## src/rtl/keypad_pkg.sv

```systemverilog
// keypad_pkg: shared types and helpers for the 10-key keypad front end.
// Holds the debounce FSM state encoding, the idle (no key) vector constant,
// the active-low one-hot to digit code conversion and the single-key classifier.
package keypad_pkg;

  typedef enum logic [1:0] {
    IDLE     = 2'd0,
    DEBOUNCE = 2'd1,
    PRESSED  = 2'd2,
    RELEASE  = 2'd3
  } state_t;

  localparam logic [9:0] KEY_NONE = 10'h3FF;

  // Index of the (lowest) zero bit; 0 when no bit is low.
  function automatic logic [3:0] onehot_low_to_code(input logic [9:0] v);
    logic [3:0] code;
    code = 4'd0;
    for (int i = 9; i >= 0; i--) begin
      if (!v[i]) code = 4'(i);
    end
    return code;
  endfunction

  // True when exactly one line is pulled low.
  function automatic logic is_single(input logic [9:0] v);
    int zeros;
    zeros = 0;
    for (int i = 0; i < 10; i++) begin
      if (!v[i]) zeros++;
    end
    return (zeros == 1);
  endfunction

endpackage

```

## src/rtl/keypad_sync.sv

```systemverilog
// keypad_sync: two-flop synchronizer, both stages reset to all-ones (idle keys).
// Latency: 2 clk edges from d to q. No backpressure; free-running.
// Ports: clk, rst (async active-low), d (raw async input), q (synchronized).
module keypad_sync #(
  parameter int W = 10
) (
  input  logic         clk,
  input  logic         rst,
  input  logic [W-1:0] d,
  output logic [W-1:0] q
);

  logic [W-1:0] meta;

  always_ff @(posedge clk or negedge rst) begin
    if (!rst) begin
      meta <= '1;
      q    <= '1;
    end else begin
      meta <= d;
      q    <= meta;
    end
  end

endmodule

```

## src/rtl/keypad_debounce.sv

```systemverilog
// keypad_debounce: synchronizes/debounces an active-low 10-key pad, rejects multi-key.
// Latency: press stable from edge 0 -> key_valid after edge DEBOUNCE_CNT+2; release same.
// Backpressure: none; key_valid is a one-cycle event the consumer must take.
// Ports: clk, rst (async active-low), keypad (raw, active-low), key_valid (event),
//   key_code (digit, held between events), key_held (accepted key down),
//   keypad_clean (debounced active-low vector, 10'h3FF when nothing accepted).
// Optional macro KEYPAD_REPEAT_EN: auto-repeat while held (REPEAT_DELAY, REPEAT_RATE).
module keypad_debounce
  import keypad_pkg::*;
#(
  parameter int DEBOUNCE_CNT = 20
`ifdef KEYPAD_REPEAT_EN
  ,
  parameter int REPEAT_DELAY = 500,
  parameter int REPEAT_RATE  = 100
`endif
) (
  input  logic       clk,
  input  logic       rst,
  input  logic [9:0] keypad,
  output logic       key_valid,
  output logic [3:0] key_code,
  output logic       key_held,
  output logic [9:0] keypad_clean
);

  localparam logic [7:0] CNT_TGT = 8'(DEBOUNCE_CNT);

  logic [9:0] sync;
  state_t     state, state_nxt;
  logic [7:0] cnt, cnt_nxt, cnt_inc;
  logic [9:0] cand, cand_nxt;
  logic       valid_nxt;
  logic [3:0] code_nxt;
  logic [9:0] clean_nxt;
  logic       sync_none, sync_single;

`ifdef KEYPAD_REPEAT_EN
  localparam logic [9:0] RPT_DLY = 10'(REPEAT_DELAY);
  localparam logic [9:0] RPT_RLD = 10'(REPEAT_DELAY - REPEAT_RATE);
  logic [9:0] rpt, rpt_nxt;
`endif

  keypad_sync #(.W(10)) u_sync (
    .clk (clk),
    .rst (rst),
    .d   (keypad),
    .q   (sync)
  );

  assign sync_none   = (sync == KEY_NONE);
  assign sync_single = is_single(sync);
  assign cnt_inc     = (cnt == 8'hFF) ? cnt : cnt + 8'd1;
  assign key_held    = (state == PRESSED) || (state == RELEASE);

  always_ff @(posedge clk or negedge rst) begin
    if (!rst) begin
      state        <= IDLE;
      cnt          <= 8'd0;
      cand         <= KEY_NONE;
      key_valid    <= 1'b0;
      key_code     <= 4'd0;
      keypad_clean <= KEY_NONE;
`ifdef KEYPAD_REPEAT_EN
      rpt          <= 10'd0;
`endif
    end else begin
      state        <= state_nxt;
      cnt          <= cnt_nxt;
      cand         <= cand_nxt;
      key_valid    <= valid_nxt;
      key_code     <= code_nxt;
      keypad_clean <= clean_nxt;
`ifdef KEYPAD_REPEAT_EN
      rpt          <= rpt_nxt;
`endif
    end
  end

  always_comb begin
    state_nxt = state;
    cnt_nxt   = cnt;
    cand_nxt  = cand;
    valid_nxt = 1'b0;
    code_nxt  = key_code;
    clean_nxt = keypad_clean;
`ifdef KEYPAD_REPEAT_EN
    // Anything other than staying in PRESSED clears the repeat timer.
    rpt_nxt   = 10'd0;
`endif
    case (state)
      IDLE: begin
        if (sync_single) begin
          state_nxt = DEBOUNCE;
          cand_nxt  = sync;
          cnt_nxt   = 8'd1;
        end
      end
      DEBOUNCE: begin
        if (sync != cand) begin
          state_nxt = IDLE;
          cnt_nxt   = 8'd0;
          cand_nxt  = KEY_NONE;
        end else if (cnt >= CNT_TGT) begin
          // Counter already shows DEBOUNCE_CNT matching samples: accept.
          state_nxt = PRESSED;
          cnt_nxt   = 8'd0;
          valid_nxt = 1'b1;
          code_nxt  = onehot_low_to_code(cand);
          clean_nxt = cand;
        end else begin
          cnt_nxt = cnt_inc;
        end
      end
      PRESSED: begin
        if (sync != cand) begin
          state_nxt = RELEASE;
          cnt_nxt   = sync_none ? 8'd1 : 8'd0;
        end else begin
`ifdef KEYPAD_REPEAT_EN
          // Reload to DELAY-RATE so later repeats land every REPEAT_RATE cycles.
          if (rpt + 10'd1 == RPT_DLY) begin
            valid_nxt = 1'b1;
            rpt_nxt   = RPT_RLD;
          end else begin
            rpt_nxt = rpt + 10'd1;
          end
`endif
        end
      end
      RELEASE: begin
        if (sync_none) begin
          if (cnt >= CNT_TGT) begin
            state_nxt = IDLE;
            cnt_nxt   = 8'd0;
            cand_nxt  = KEY_NONE;
            clean_nxt = KEY_NONE;
          end else begin
            cnt_nxt = cnt_inc;
          end
        end else if (sync == cand) begin
          state_nxt = PRESSED;
          cnt_nxt   = 8'd0;
        end else begin
          // A different key or a chord: keep waiting for a clean full release.
          cnt_nxt = 8'd0;
        end
      end
      default: begin
        state_nxt = IDLE;
        cnt_nxt   = 8'd0;
      end
    endcase
  end

endmodule

```

## config.mk

```make
export PLATFORM = sky130hd
export DESIGN_NAME = keypad_debounce
export DESIGN_NICKNAME = d
export VERILOG_FILES = /design/src/rtl/keypad_pkg.sv /design/src/rtl/keypad_sync.sv /design/src/rtl/keypad_debounce.sv
export SDC_FILE = /design/constraint.sdc
export NUM_CORES = 1
export LEC_CHECK = 0
export CAP_MARGIN = 20
export CORE_MARGIN = 3
export CORE_UTILIZATION = 35
export DETAILED_ROUTE_END_ITERATION = 12
export GPL_TIMING_DRIVEN = 0
export PLACE_DENSITY = 0.62
export SYNTH_ARGS = -nofsm -noshare
export SYNTH_HDL_FRONTEND = slang
export SYNTH_SLANG_ARGS = --single-unit
export TNS_END_PERCENT = 5
```

## constraint.sdc

```tcl
create_clock -name clk -period 6.9 [get_ports clk]
set_input_delay 1.38 -clock clk [delete_from_list [all_inputs] [get_ports clk]]
set_output_delay 1.38 -clock clk [all_outputs]
set_load 0.02 [all_outputs]
```

==> summary.md <==
| Metric | Value |
|---|---|
| Status | finished, final reports clean |
| Setup crit end kind | flip-flop |
| First-pass GRT wire length | approximately 12000 µm |
| Detailed-route via count | 2568 |
| Max Slew Vio Count | 0 |
| Hpwl dp | between 5000 and 6000 µm |
| Area after DPL | roughly 3800 µm² |
| Setup ws final | roughly 0.28 ns |
| Vias in the first global route | between 2000 and 2500 |
| Hold path depth | 0 |
| Post-layout net count | slightly above 400 |
| Period minus WS final | ~6.6 ns |
| Remaining antenna violation count | 0 |
| Top Layer Used | met4 |
| Largest stage delay, worst path | about 0.57 ns |
| Synth unique cells | 60 |
| Largest net degree at the start of global routing | 32 |
| DRC viols | 0 |
| Routed WL | 7180 µm |
| Mapped cell area | between 3000 and 4000 µm² |
| Total negative slack | 0 ns |
| Reg2Reg Depth | 28 |
| Hold buffer count at CTS | 0 |
| CTS tree | yes |
| Initial Util | a little over a third |
| Max Clock Freq | 151 MHz |
| Power per cell area | 272 nW/µm² |
| Row Count | 35 |
| Post-synth EDFFs | 0 |
| Asr flop ratio synth | between 90% and 100% |
| Crit share post-route | a little over nine tenths |
| Endpoints failing hold | 0 |
| Slew of the pin with the lowest slew margin | 0.774 ns |
| Mapped Avg Cell Area | 9.89 µm² |
| WL met3 | approximately 230 µm |
| Synth warn | 0 |
| Worst EP arrival | 6.86 ns |
| CTS clk-pin slew, worst paths | about 0.10 ns |
| Max stage delay cell, worst path | dfstp_2 |
| Max clock buf depth | 2 |
| Count leader, synth | dfstp_2 |
| Gr usage total | between 10% and 20% |
| Mapped Nets | 366 |
| Yosys reg bits | 55 |
| Starting DRT DRC Count | approximately 100 |
| Kind of start point of the critical path | flip-flop |
| Die width | approximately 100 µm |
| Core Util, Final | between 40% and 50% |
| Core footprint | a little over 9000 µm² |
| Overflow after GRT | 0 |
| Maxcap violations | 0 |
| Critical path peak fanout | 8 |
| Area contributors post-synth | dfstp_2, dfrtp_1, ha_1 |
| N_diodes | 0 |
| Worst Skew | ~0.011 ns |
| Share of cells above drive strength 1 | between 20% and 30% |
| Total chip power | 1.10 mW |
| HP Class | flip-flop to flip-flop |
| Ys flop type | dfstp_2 |
| Clock root cell | clkbuf_8 |
| DIE AREA | between 10000 and 15000 µm² |
| Met2 wire length | ~3400 µm |
| Slew HR | 48.1% |
| Worst path required time | roughly 7.1 ns |
| Critical path type | flip-flop to flip-flop |
| Clock sinks | 55 |
| Seq/Total Area, Yosys | between 40% and 50% |
| Htree depth | 2 |
| Layout area overhead | 19.6% |
| Setup violators final | 0 |
| Most used cell, CP | ha_1 |
| Cell area after layout | 4040 µm² |
| IO buf count | 27 |
| Drt pass-1 iters | 5 |
| Latest clock arrival within the worst-skew pair | between 0.3 and 0.4 ns |
| Post-Synthesis Cells | between 300 and 400 |
| CTS Buf Count | 5 |
| # IOs | 28 |
| Gpl congestion | slightly above 0.8 |
| Place WS | roughly 0.15 ns |
| Vias per std cell | between 4 and 5 |
| VDD IR max | ~0.15 mV |
| DRT met1 WL | 3430 µm |
| Post-synth top area cell | dfstp_2 |
| Die Height | about 100 µm |
| Top cells by count, synth | dfstp_2, nor2_1, nand2_1, a21oi_1, nand2b_1 |
| WL/cell | 13.9 µm |
| Initial antenna violation count | 0 |
| Synth top area share | 31.1% |
| Leakage | approximately 1.6 nW |
==> logic make-up (layout without fill, tap and decap cells) <==
kind of cell    Yosys count  in the layout  share of synthesized area, %
compound gates           67             67                          13.5
fa+ha+maj                12             12                          4.44
xor+xnor                 28             28                          9.36
flops                    55             55                          42.2
mux                      16             16                          5.59
buf+inv                  24             67                          2.81
simple gates            140            141                          22.1
==> cell type report <==
class	instances	area [µm²]
Fill cell	890	5280
Multi-Input combinational cell	264	1930
Sequential cell	55	1430
Buffer	13	52.6
Clock buffer	7	86.3
Timing Repair Buffer	35	338
Tap cell	129	161
Inverter	11	42.5
Clock inverter	1	8.76
==> layer usage <==
metal,track usage [%],vias up
met4,5.22,0
met1,18.1,1219
met5,0,-
met3,1.92,10
met2,20.8,46
li1,-,1293
==> flip-flops by register name (all words and copies together) (netlist names) <==
register / count
cand: 10
keypad_clean: 10
u_sync.meta: 10
u_sync.q: 10
cnt: 8
key_code: 4
state: 2
key_valid: 1
==> critical path: cells and delay by family (launching register included) <==
kind	cells	cell delay, ns
simple gates	10	1.37
compound gates	4	0.63
buf+inv	1	0.09
flops	1	0.57
mux	5	1.44
fa+ha+maj	8	2.44
==> path summary, 6_finish.rpt <==
kind,start,endpoint,slack (ns)
worst max-delay path,u_sync.q[1],cand[5],0.28
worst min-delay path,u_sync.meta[7],u_sync.q[7],0.36
worst max register to register,u_sync.q[1],cand[5],0.28
worst min register to register,u_sync.meta[7],u_sync.q[7],0.36
max in group asynchronous,rst,u_sync.q[8],5.23
min in group asynchronous,rst,cand[6],1.38
==> cells in the final DEF (no fill, tap or decap), drive strengths merged, types with 7 or more instances in the layout <==
cell	instances
nor2	32
clkbuf	16
inv	11
a21oi	19
buf	13
nand3	16
xnor2	14
o21ai	11
dfrtp	15
nand2	27
mux2	10
nand2b	17
clkdlybuf4s50	26
dfstp	40
xor2	10
nand4	7
nor2b	8
ha	12
==> stage by stage <==
step | cells | hold WS (ns)
global placement | 498 | 0.346
CTS | 507 | 0.360
detailed placement | 499 | 0.347
global route | 515 | 0.363
floorplan | 342 | 0.345
finish | 515 | 0.360
==> what timing repair did <==
item	4_1_cts	5_1_grt
endpoints found under the setup margin	0	18
gates resized for setup	0	13
setup buffers	0	7
==> power breakdown <==
| group | switching, mW | internal (mW) |
|---|---|---|
| sequential | 0.0534 | 0.385 |
| clock | 0.111 | 0.0833 |
| combinational | 0.236 | 0.230 |
Note: power is estimated with default switching activity, not from simulation.
